<file path="src/rtl/seg_pkg.sv">
// Shared types and constants for the seven-segment scan controller:
// scan FSM states, the BCD segment table and the all-off output codes.
package seg_pkg;

  typedef enum logic {
    BLANK,
    DRIVE
  } scan_state_e;

  localparam logic [6:0] BLANK_SEG  = 7'h7F;
  localparam logic [7:0] ALL_OFF_AN = 8'hFF;

  // Active-low segments, bit6=a .. bit0=g; codes 10..15 are dark.
  localparam logic [6:0] SEG_LUT [16] = '{
    7'b0000001, 7'b1001111, 7'b0010010, 7'b0000110,
    7'b1001100, 7'b0100100, 7'b0100000, 7'b0001111,
    7'b0000000, 7'b0000100, 7'b1111111, 7'b1111111,
    7'b1111111, 7'b1111111, 7'b1111111, 7'b1111111
  };

endpackage

</file>
<file path="src/rtl/seg_decode.sv">
// Combinational BCD to active-low seven-segment decoder.
module seg_decode
  import seg_pkg::*;
(
  input  logic [3:0] bcd_i,
  output logic [6:0] seg_o
);

  assign seg_o = SEG_LUT[bcd_i];

endmodule

</file>
<file path="src/rtl/seg_scan_ctrl.sv">
// Eight-digit multiplexed seven-segment scanner with shadow/active digit banks.
// Optional leading-zero blanking is enabled by defining SEG_LZ_BLANK_EN.
module seg_scan_ctrl
  import seg_pkg::*;
#(
  parameter int SCAN_DIV = 1000,
  parameter int DEAD_CYC = 2
) (
  input  logic       clk,
  input  logic       rst,
  input  logic       wr_valid,
  output logic       wr_ready,
  input  logic [2:0] wr_idx,
  input  logic [3:0] wr_data,
  input  logic       wr_commit,
  output logic [7:0] an_o,
  output logic [6:0] seg_o
);

  localparam int MAX_CYC = (SCAN_DIV > DEAD_CYC) ? SCAN_DIV : DEAD_CYC;
  localparam int CNT_W   = $clog2(MAX_CYC);
  localparam logic [CNT_W-1:0] BLANK_LAST = CNT_W'(DEAD_CYC - 1);
  localparam logic [CNT_W-1:0] DRIVE_LAST = CNT_W'(SCAN_DIV - 1);

  scan_state_e      state_q, state_d;
  logic [2:0]       idx_q, idx_d;
  logic [CNT_W-1:0] cnt_q, cnt_d;
  logic             pending_q, pending_d;
  logic [7:0][3:0]  shadow_q, shadow_d;
  logic [7:0][3:0]  active_q, active_d;
  logic [7:0]       an_q, an_d;
  logic [6:0]       seg_q, seg_d;
  logic             frame_end;
  logic [3:0]       digit_val;
  logic [6:0]       dec_seg;

  assign wr_ready = !pending_q;
  assign an_o     = an_q;
  assign seg_o    = seg_q;

  always_comb begin
    state_d   = state_q;
    idx_d     = idx_q;
    cnt_d     = cnt_q + CNT_W'(1);
    frame_end = 1'b0;
    case (state_q)
      BLANK: begin
        if (cnt_q == BLANK_LAST) begin
          state_d = DRIVE;
          cnt_d   = '0;
        end
      end
      DRIVE: begin
        if (cnt_q == DRIVE_LAST) begin
          state_d   = BLANK;
          cnt_d     = '0;
          idx_d     = idx_q + 3'd1;
          frame_end = (idx_q == 3'd7);
        end
      end
    endcase
  end

  // A write accepted together with a commit lands in shadow_q before the
  // boundary copy, because the copy only happens on a later frame edge.
  always_comb begin
    shadow_d  = shadow_q;
    active_d  = active_q;
    pending_d = pending_q;
    if (wr_valid && wr_ready) shadow_d[wr_idx] = wr_data;
    if (wr_commit && wr_ready) pending_d = 1'b1;
    if (frame_end && pending_q) begin
      active_d  = shadow_q;
      pending_d = 1'b0;
    end
  end

`ifdef SEG_LZ_BLANK_EN
  logic [2:0] lz_top;

  always_comb begin
    lz_top = 3'd0;
    for (int i = 1; i < 8; i++) begin
      if (active_q[i] != 4'd0 && active_q[i] <= 4'd9) lz_top = 3'(i);
    end
    digit_val = (idx_q > lz_top) ? 4'hF : active_q[idx_q];
  end
`else
  assign digit_val = active_q[idx_q];
`endif

  seg_decode u_decode (
    .bcd_i (digit_val),
    .seg_o (dec_seg)
  );

  // Outputs are computed from the next state so they switch on the same
  // edge as the FSM; idx_q is already the new digit when DRIVE is entered.
  always_comb begin
    an_d  = ALL_OFF_AN;
    seg_d = BLANK_SEG;
    if (state_d == DRIVE) begin
      an_d  = ~(8'b1 << idx_q);
      seg_d = dec_seg;
    end
  end

  // NOTE: the digit banks are reset too, so the display starts dark rather than
  // showing power-up garbage; keep this in mind before mapping them to RAM.
  always_ff @(posedge clk) begin
    if (rst) begin
      state_q   <= BLANK;
      idx_q     <= 3'd0;
      cnt_q     <= '0;
      pending_q <= 1'b0;
      shadow_q  <= {8{4'hF}};
      active_q  <= {8{4'hF}};
      an_q      <= ALL_OFF_AN;
      seg_q     <= BLANK_SEG;
    end else begin
      state_q   <= state_d;
      idx_q     <= idx_d;
      cnt_q     <= cnt_d;
      pending_q <= pending_d;
      shadow_q  <= shadow_d;
      active_q  <= active_d;
      an_q      <= an_d;
      seg_q     <= seg_d;
    end
  end

endmodule

</file>
<file path="config.mk">
export PLATFORM = sky130hd
export DESIGN_NAME = seg_scan_ctrl
export DESIGN_NICKNAME = d
export VERILOG_FILES = /design/src/rtl/seg_pkg.sv /design/src/rtl/seg_decode.sv /design/src/rtl/seg_scan_ctrl.sv
export SDC_FILE = /design/constraint.sdc
export NUM_CORES = 1
export LEC_CHECK = 0
export ABC_AREA = 0
export CAP_MARGIN = 10
export CORE_ASPECT_RATIO = 1.4
export CORE_MARGIN = 2
export CORE_UTILIZATION = 48
export DETAILED_ROUTE_END_ITERATION = 10
export PLACE_DENSITY = 0.71
export SLEW_MARGIN = 20
export SYNTH_ARGS = -nofsm -noshare
export SYNTH_HDL_FRONTEND = slang
export SYNTH_SLANG_ARGS = --single-unit
</file>
<file path="constraint.sdc">
create_clock -name clk -period 2.95 [get_ports clk]
set_input_delay 0.59 -clock clk [delete_from_list [all_inputs] [get_ports clk]]
set_output_delay 0.59 -clock clk [all_outputs]
set_load 0.01 [all_outputs]
</file>
# == Yosys cells after proc, flatten, opt, wreduce, memory -nomap -nowiden ==
# Memory sizes are Yosys's and may differ from the RTL's. A register that Yosys moved wholly into a read port is not among the register bits.
# Index checks and enable logic that the tools add are counted.
# totals
ff_bits,87
romBits,112
inputBits,11
out_inout_bits,16
wordCells,56
n_memories,1
# mem_list
name,words,width,read_ports,rd_clocked_by_memory_dff,wr,line_no,rtl
(name not given),16,7,1,1,0,seg_decode.sv:9,assign seg_o = SEG_LUT[bcd_i];
# classes
n_addsub,2
magnitude_cmp,3
n_eq_ne,3
shift,1
muxes,13
bitwise_logic,4
reduce_logical,8
# op_table
cell,n
bitwise mux 32 bit,1
2-to-1 mux 10 bit,2
case mux 10 bit (2 select lines),1
binary-select mux 4 bit (select 3 bit),1
demux 4 bit (select 3 bit),1
adder 10 x 1 -> 10 bit (second input constant),1
equality test 10 x 1 -> 1 bit (second input constant),1
equality test 10 bit (second input constant),1
< comparator 3 x 4 -> 1 bit (second input constant),2
2-to-1 mux 4 bit,2
NOT 8 bit,1
left shift 1 x 3 -> 8 bit (first input constant),1
NOT 4 -> 5 bit,1
logical AND 1 bit,4
2-to-1 mux 1 bit,4
OR reduction 2 bit,2
adder 3 x 1 -> 3 bit (second input constant),1
equality test 3 bit (second input constant),1
>= comparator 3 x 1 -> 1 bit (second input constant),1
NOT 1 bit,2
case mux 1 bit (2 select lines),1
AND reduction 2 bit,1
zero test 1 bit,1

# == Logic depth before layout (Yosys ltp) ==
# logic_depth
word_depth,5
depth_mapped,9
ltp_nobuf,7

# == By module ==
# A second synthesis with hierarchy kept.
# hier_totals
hier_cells,438
hier_area_um2,4194.0
# by_module_without_submodules
module,instances,cells_per_inst,area_each_um2,seq_area_each_um2
seg_scan_ctrl,1,405,3983.8,1881.8
seg_decode,1,33,210.2,0.0

# == Least setup slack after synthesis ==
# OpenSTA, ideal clock, no wires.
# synth_timing
path_type,reg-to-reg
from,register idx_q[0]
to,"register seg_q[0], in the netlist seg_o[0]"
setup_ns,0.140
arrival_ns,1.876
required_ns,2.810
slack_ns,0.934
path_stages_with_launch,9
path_buffers,1
synth_period_minus_slack_ns,2.016
cell_sequence,dfxtp_1 -> buf_6 -> mux4_1 -> mux2i_1 -> inv_1 -> ha_1 -> inv_1 -> mux2_2 -> a22oi_2
# synth_via
elab_chain_cells,3
# synth_lines
item,line_no,rtl
from (decl),seg_scan_ctrl.sv:26,"logic [2:0] idx_q, idx_d;"
from (signal assigned),seg_scan_ctrl.sv:122,idx_q <= idx_d;
binary-select mux 4 bit (select 3 bit),seg_scan_ctrl.sv:89,assign digit_val = active_q[idx_q];
2-to-1 mux 4 bit (implied by the code),seg_scan_ctrl.sv:89,
NOT 4 -> 5 bit (implied by the code),seg_decode.sv:9,
to (decl),seg_scan_ctrl.sv:32,"logic [6:0] seg_q, seg_d;"
# No other way between the ends. The select of a mux whose other input is x is not followed.
# A chain may end at the register's enable or synchronous reset.

# == Worst setup path in the final report ==
# layout_timing
from,register idx_q[1]
to,"register seg_q[0], in the netlist seg_o[0]"
# Same word-level chain as after synthesis.

==> results.rst <==
.. list-table::
   :header-rows: 1

   * - Metric
     - Value
   * - Tightest Pin Transition
     - ~0.66 ns
   * - TritonCTS clock tree
     - done
   * - Kind of start point of the critical path
     - flip-flop
   * - Path type of the worst min-delay path
     - flip-flop to flip-flop
   * - Placer's final routability congestion estimate
     - approximately 0.75
   * - Post-CTS Setup Repair Bufs
     - 0
   * - Clock transition time at the flip-flop clock pins of the worst setup and hold paths
     - around 0.060 ns
   * - Critical Path Start
     - idx_q[1]
   * - Setup crit end kind
     - flip-flop
   * - Resized cells post-CTS
     - 0
   * - Die Y
     - ~110 µm
   * - Global route overflow
     - 0
   * - Proportion of synthesized flip-flops having asynchronous set or reset
     - 0%
   * - Post-Syn Instances
     - about 370
   * - Cells traversed along the worst timing path
     - mux4_1, mux2i_1, inv_1, ha_1, inv_1, mux2_2, a22oi_2
   * - Synth top area share
     - a little under half
   * - Total Power
     - between 2 and 2.5 mW
   * - RR Endpoint
     - seg_o[0]
   * - Cell area after technology mapping
     - about 4000 µm²
   * - ANT nets after route
     - 0
   * - Top cells by area in the synthesized netlist
     - sky130_fd_sc_hd__dfxtp_1, sky130_fd_sc_hd__mux2i_1, sky130_fd_sc_hd__a211o_1
   * - Per-cell routed wire length
     - about 15 µm
   * - # H-tree levels
     - 3
   * - Max-slew headroom
     - between 50% and 60%
   * - Min-delay src
     - shadow_q[27]
   * - Post-detailed-route DRC marker count
     - 0
   * - Total Negative Setup Slacks
     - 0 ns
   * - Initial core utilization
     - about 49%
   * - Via count of the first global-routing pass
     - between 2k and 3k
   * - Number of enable-type register cells in the synthesized netlist
     - 0
   * - DRT Wirelength
     - 7600 µm
   * - Data arrival time at the worst-slack endpoint
     - ~2.7 ns
   * - Area of the die
     - roughly 9100 µm²
   * - LEAKAGE
     - about 1.6 nW
   * - 1st-pass router iterations
     - 4
   * - Global Route Usage Sum
     - around 19%
   * - Antenna violations before repair
     - 0
   * - Fraction of the yosys area taken by sequential cells
     - a little under half
   * - Worst Path Class, Setup
     - flip-flop to flip-flop
   * - Detailed placement HPWL
     - about 5300 µm
   * - WP data required
     - 3.15 ns
   * - Count of hold buffers inserted by post-cts repair
     - 0
   * - DRT iter0 DRCs
     - 124
   * - R2r startpoint
     - idx_q[1]
   * - Vias
     - 2,684
   * - Synthesized Nets
     - 398
   * - Clock Root Buffer
     - sky130_fd_sc_hd__clkbuf_16
   * - RSZ-0062 raised after global routing
     - no
   * - Final cell count without fillers
     - 498
   * - Avg Inst Size Synth
     - between 10 and 15 µm²
   * - Total I/O pin count
     - 27
   * - Largest area contributor in the synthesized netlist
     - sky130_fd_sc_hd__dfxtp_1
   * - Power per cell area
     - about 540 nW/µm²
   * - Area of the core
     - 8100 µm²
   * - Num Clock Sinks
     - 94
   * - Horizontal extent of the die
     - just over 80 µm
   * - Row Count
     - 39
   * - First-pass GRT wire length
     - 12,700 µm
   * - Total of fill cells in the finished design
     - between 700 and 800
   * - Peak supply drop
     - approximately 0.33 mV
   * - Avg Vias per Cell
     - about 5.4
   * - Reg-to-reg setup timing slack
     - between 0.5 and 0.6 ns
   * - Pins over their slew limit
     - 0
   * - Insertion delay to the later sink of the worst-skew pair
     - around 0.34 ns
   * - Result of the run
     - complete, no violations
   * - Post-Place Cells
     - roughly 480
   * - Ys Warns
     - 0
   * - Maximum buffer depth of the clock tree
     - 2
   * - Number of max-cap violations
     - 0
   * - Number of synthesized register bits
     - 94
   * - Slowest Stage Delay on Critical Path
     - approximately 0.67 ns
   * - Antenna cell count
     - 0
   * - Total CTS buffers
     - 9
   * - Net count, final
     - 416
   * - Maximum clock skew at final layout
     - 0.00717 ns
   * - Worst Reg-to-Reg Cells
     - 7
   * - Cell repeated most along the worst path
     - sky130_fd_sc_hd__inv_1
   * - Count of endpoints failing hold in the final timing report
     - 0
   * - Largest net degree at the start of global routing
     - 57
   * - Capturing element of the worst setup path
     - seg_o[0]
   * - Biggest fanout along the worst timing path
     - 12
   * - Core utilization of the finished layout
     - between 50% and 60%
   * - Fmax
     - slightly above 400 MHz
   * - Number of buffers inserted by port buffering
     - 26
   * - Layout overhead on the synthesized area
     - 14.3%
   * - Prevailing post-synth register cell
     - sky130_fd_sc_hd__dfxtp_1
   * - Proportion of layout cells with a drive suffix above 1
     - under 10%
   * - Number of distinct library cells after synthesis
     - 44
   * - Setup violations, final
     - 0
   * - Fraction of the cycle the final worst path needs
     - between 80% and 90%
   * - Critical-path top delay cell
     - sky130_fd_sc_hd__dfxtp_1
   * - Post-layout min period
     - ~2.4 ns
## worst min-delay path by stage
stage / endpoint / slack [ns] / depth (start not counted)
final: active_q[27] / 0.45 / 1
after global routing: active_q[22] / 0.48 / 1
after CTS: an_o[4] / 0.46 / 1
after detailed placement: an_o[4] / 0.44 / 1
after global placement: active_q[23] / 0.43 / 1
after floorplan: an_o[4] / 0.42 / 1
## stage by stage
| step | hold slack (ns) | setup slack (ns) | cell area (µm²) |
|---|---|---|---|
| finish | 0.453 | 0.504 | 4560 |
| detailed placement | 0.443 | 0.517 | 4310 |
| floorplan | 0.421 | 0.934 | 3990 |
| global route | 0.476 | 0.341 | 4560 |
| CTS | 0.457 | 0.488 | 4560 |
| global placement | 0.431 | 0.569 | 4310 |
## logic make-up after synthesis
logic type      Yosys count  share of synthesized area (%)
buf+inv                  35                           4.20
simple gates            133                           18.1
fa+ha+maj                13                           4.08
compound gates           41                           8.65
flops                    94                           47.1
mux                      49                           15.8
xor+xnor                  9                           1.98
## flip-flops by register name, summed over array words and instances, names as in the netlist
| register | cells |
|---|---|
| active_q | 32 |
| shadow_q | 32 |
| cnt_q | 10 |
| an_o | 8 |
| seg_o | 7 |
| idx_q | 3 |
| pending_q | 1 |
| state_q | 1 |
## synth_stat cells (4+ instances only)
library cell               number
sky130_fd_sc_hd__and3_1         4
sky130_fd_sc_hd__nand2_1       44
sky130_fd_sc_hd__clkbuf_1      14
sky130_fd_sc_hd__a211o_1       29
sky130_fd_sc_hd__nor2_1        19
sky130_fd_sc_hd__xnor2_1        7
sky130_fd_sc_hd__nor3_1         5
sky130_fd_sc_hd__inv_1          9
sky130_fd_sc_hd__mux2i_1       35
sky130_fd_sc_hd__nor2b_1       27
sky130_fd_sc_hd__buf_2          4
sky130_fd_sc_hd__ha_1          13
sky130_fd_sc_hd__buf_6          4
sky130_fd_sc_hd__nand3_1       14
sky130_fd_sc_hd__mux4_1         6
sky130_fd_sc_hd__dfxtp_1       94
## per-layer routing
metal | routed length (µm) | GRT usage [%] | vias to the layer above
li1 | - | - | 1345
met1 | 3180 | 21.0 | 1284
met2 | 4030 | 32.2 | 40
met3 | 172 | 2.59 | 15
met4 | 212 | 10.8 | 0
met5 | 0 | 0 | -
## layout by cell type, fill, tap and decap left out, types with 4 or more instances in the layout
cell type,synthesis,final
sky130_fd_sc_hd__a211o_1,29,29
sky130_fd_sc_hd__and3_1,4,4
sky130_fd_sc_hd__buf_4,0,4
sky130_fd_sc_hd__clkbuf_1,14,5
sky130_fd_sc_hd__clkbuf_16,0,9
sky130_fd_sc_hd__clkdlybuf4s50_1,0,26
sky130_fd_sc_hd__dfxtp_1,94,94
sky130_fd_sc_hd__ha_1,13,13
sky130_fd_sc_hd__inv_1,9,9
sky130_fd_sc_hd__mux2i_1,35,35
sky130_fd_sc_hd__mux4_1,6,6
sky130_fd_sc_hd__nand2_1,44,44
sky130_fd_sc_hd__nand3_1,14,14
sky130_fd_sc_hd__nor2_1,19,19
sky130_fd_sc_hd__nor2b_1,27,27
sky130_fd_sc_hd__nor3_1,5,5
sky130_fd_sc_hd__xnor2_1,7,7
## critical path, delay by kind of cell, from the launching register on
family	cells	cell delay, ns
AO/OA/AOI/OAI	1	0.05
adder cells (fa/ha/maj)	1	0.21
buffers and inverters	2	0.19
flip-flops	1	0.67
multiplexers	3	1.18
## power breakdown
part / total [mW] / internal (mW) / switching, mW
clock: 1.01 / 0.568 / 0.445
combinational: 0.140 / 0.0562 / 0.0836
sequential: 1.31 / 1.29 / 0.0163
total: 2.46 / 1.92 / 0.545
## layout make-up
| cell class | instances | area, µm² | area share (%) |
|---|---|---|---|
| Sequential cell | 94 | 1880 | 41.2 |
| Tap cell | 102 | 128 | 2.80 |
| Inverter | 11 | 41.3 | 0.905 |
| Multi-Input combinational cell | 245 | 1950 | 42.7 |
| Timing Repair Buffer | 31 | 310 | 6.80 |
| Clock buffer | 14 | 244 | 5.35 |
| Clock inverter | 1 | 7.51 | 0.165 |
Power figures use the tool's default switching activity.
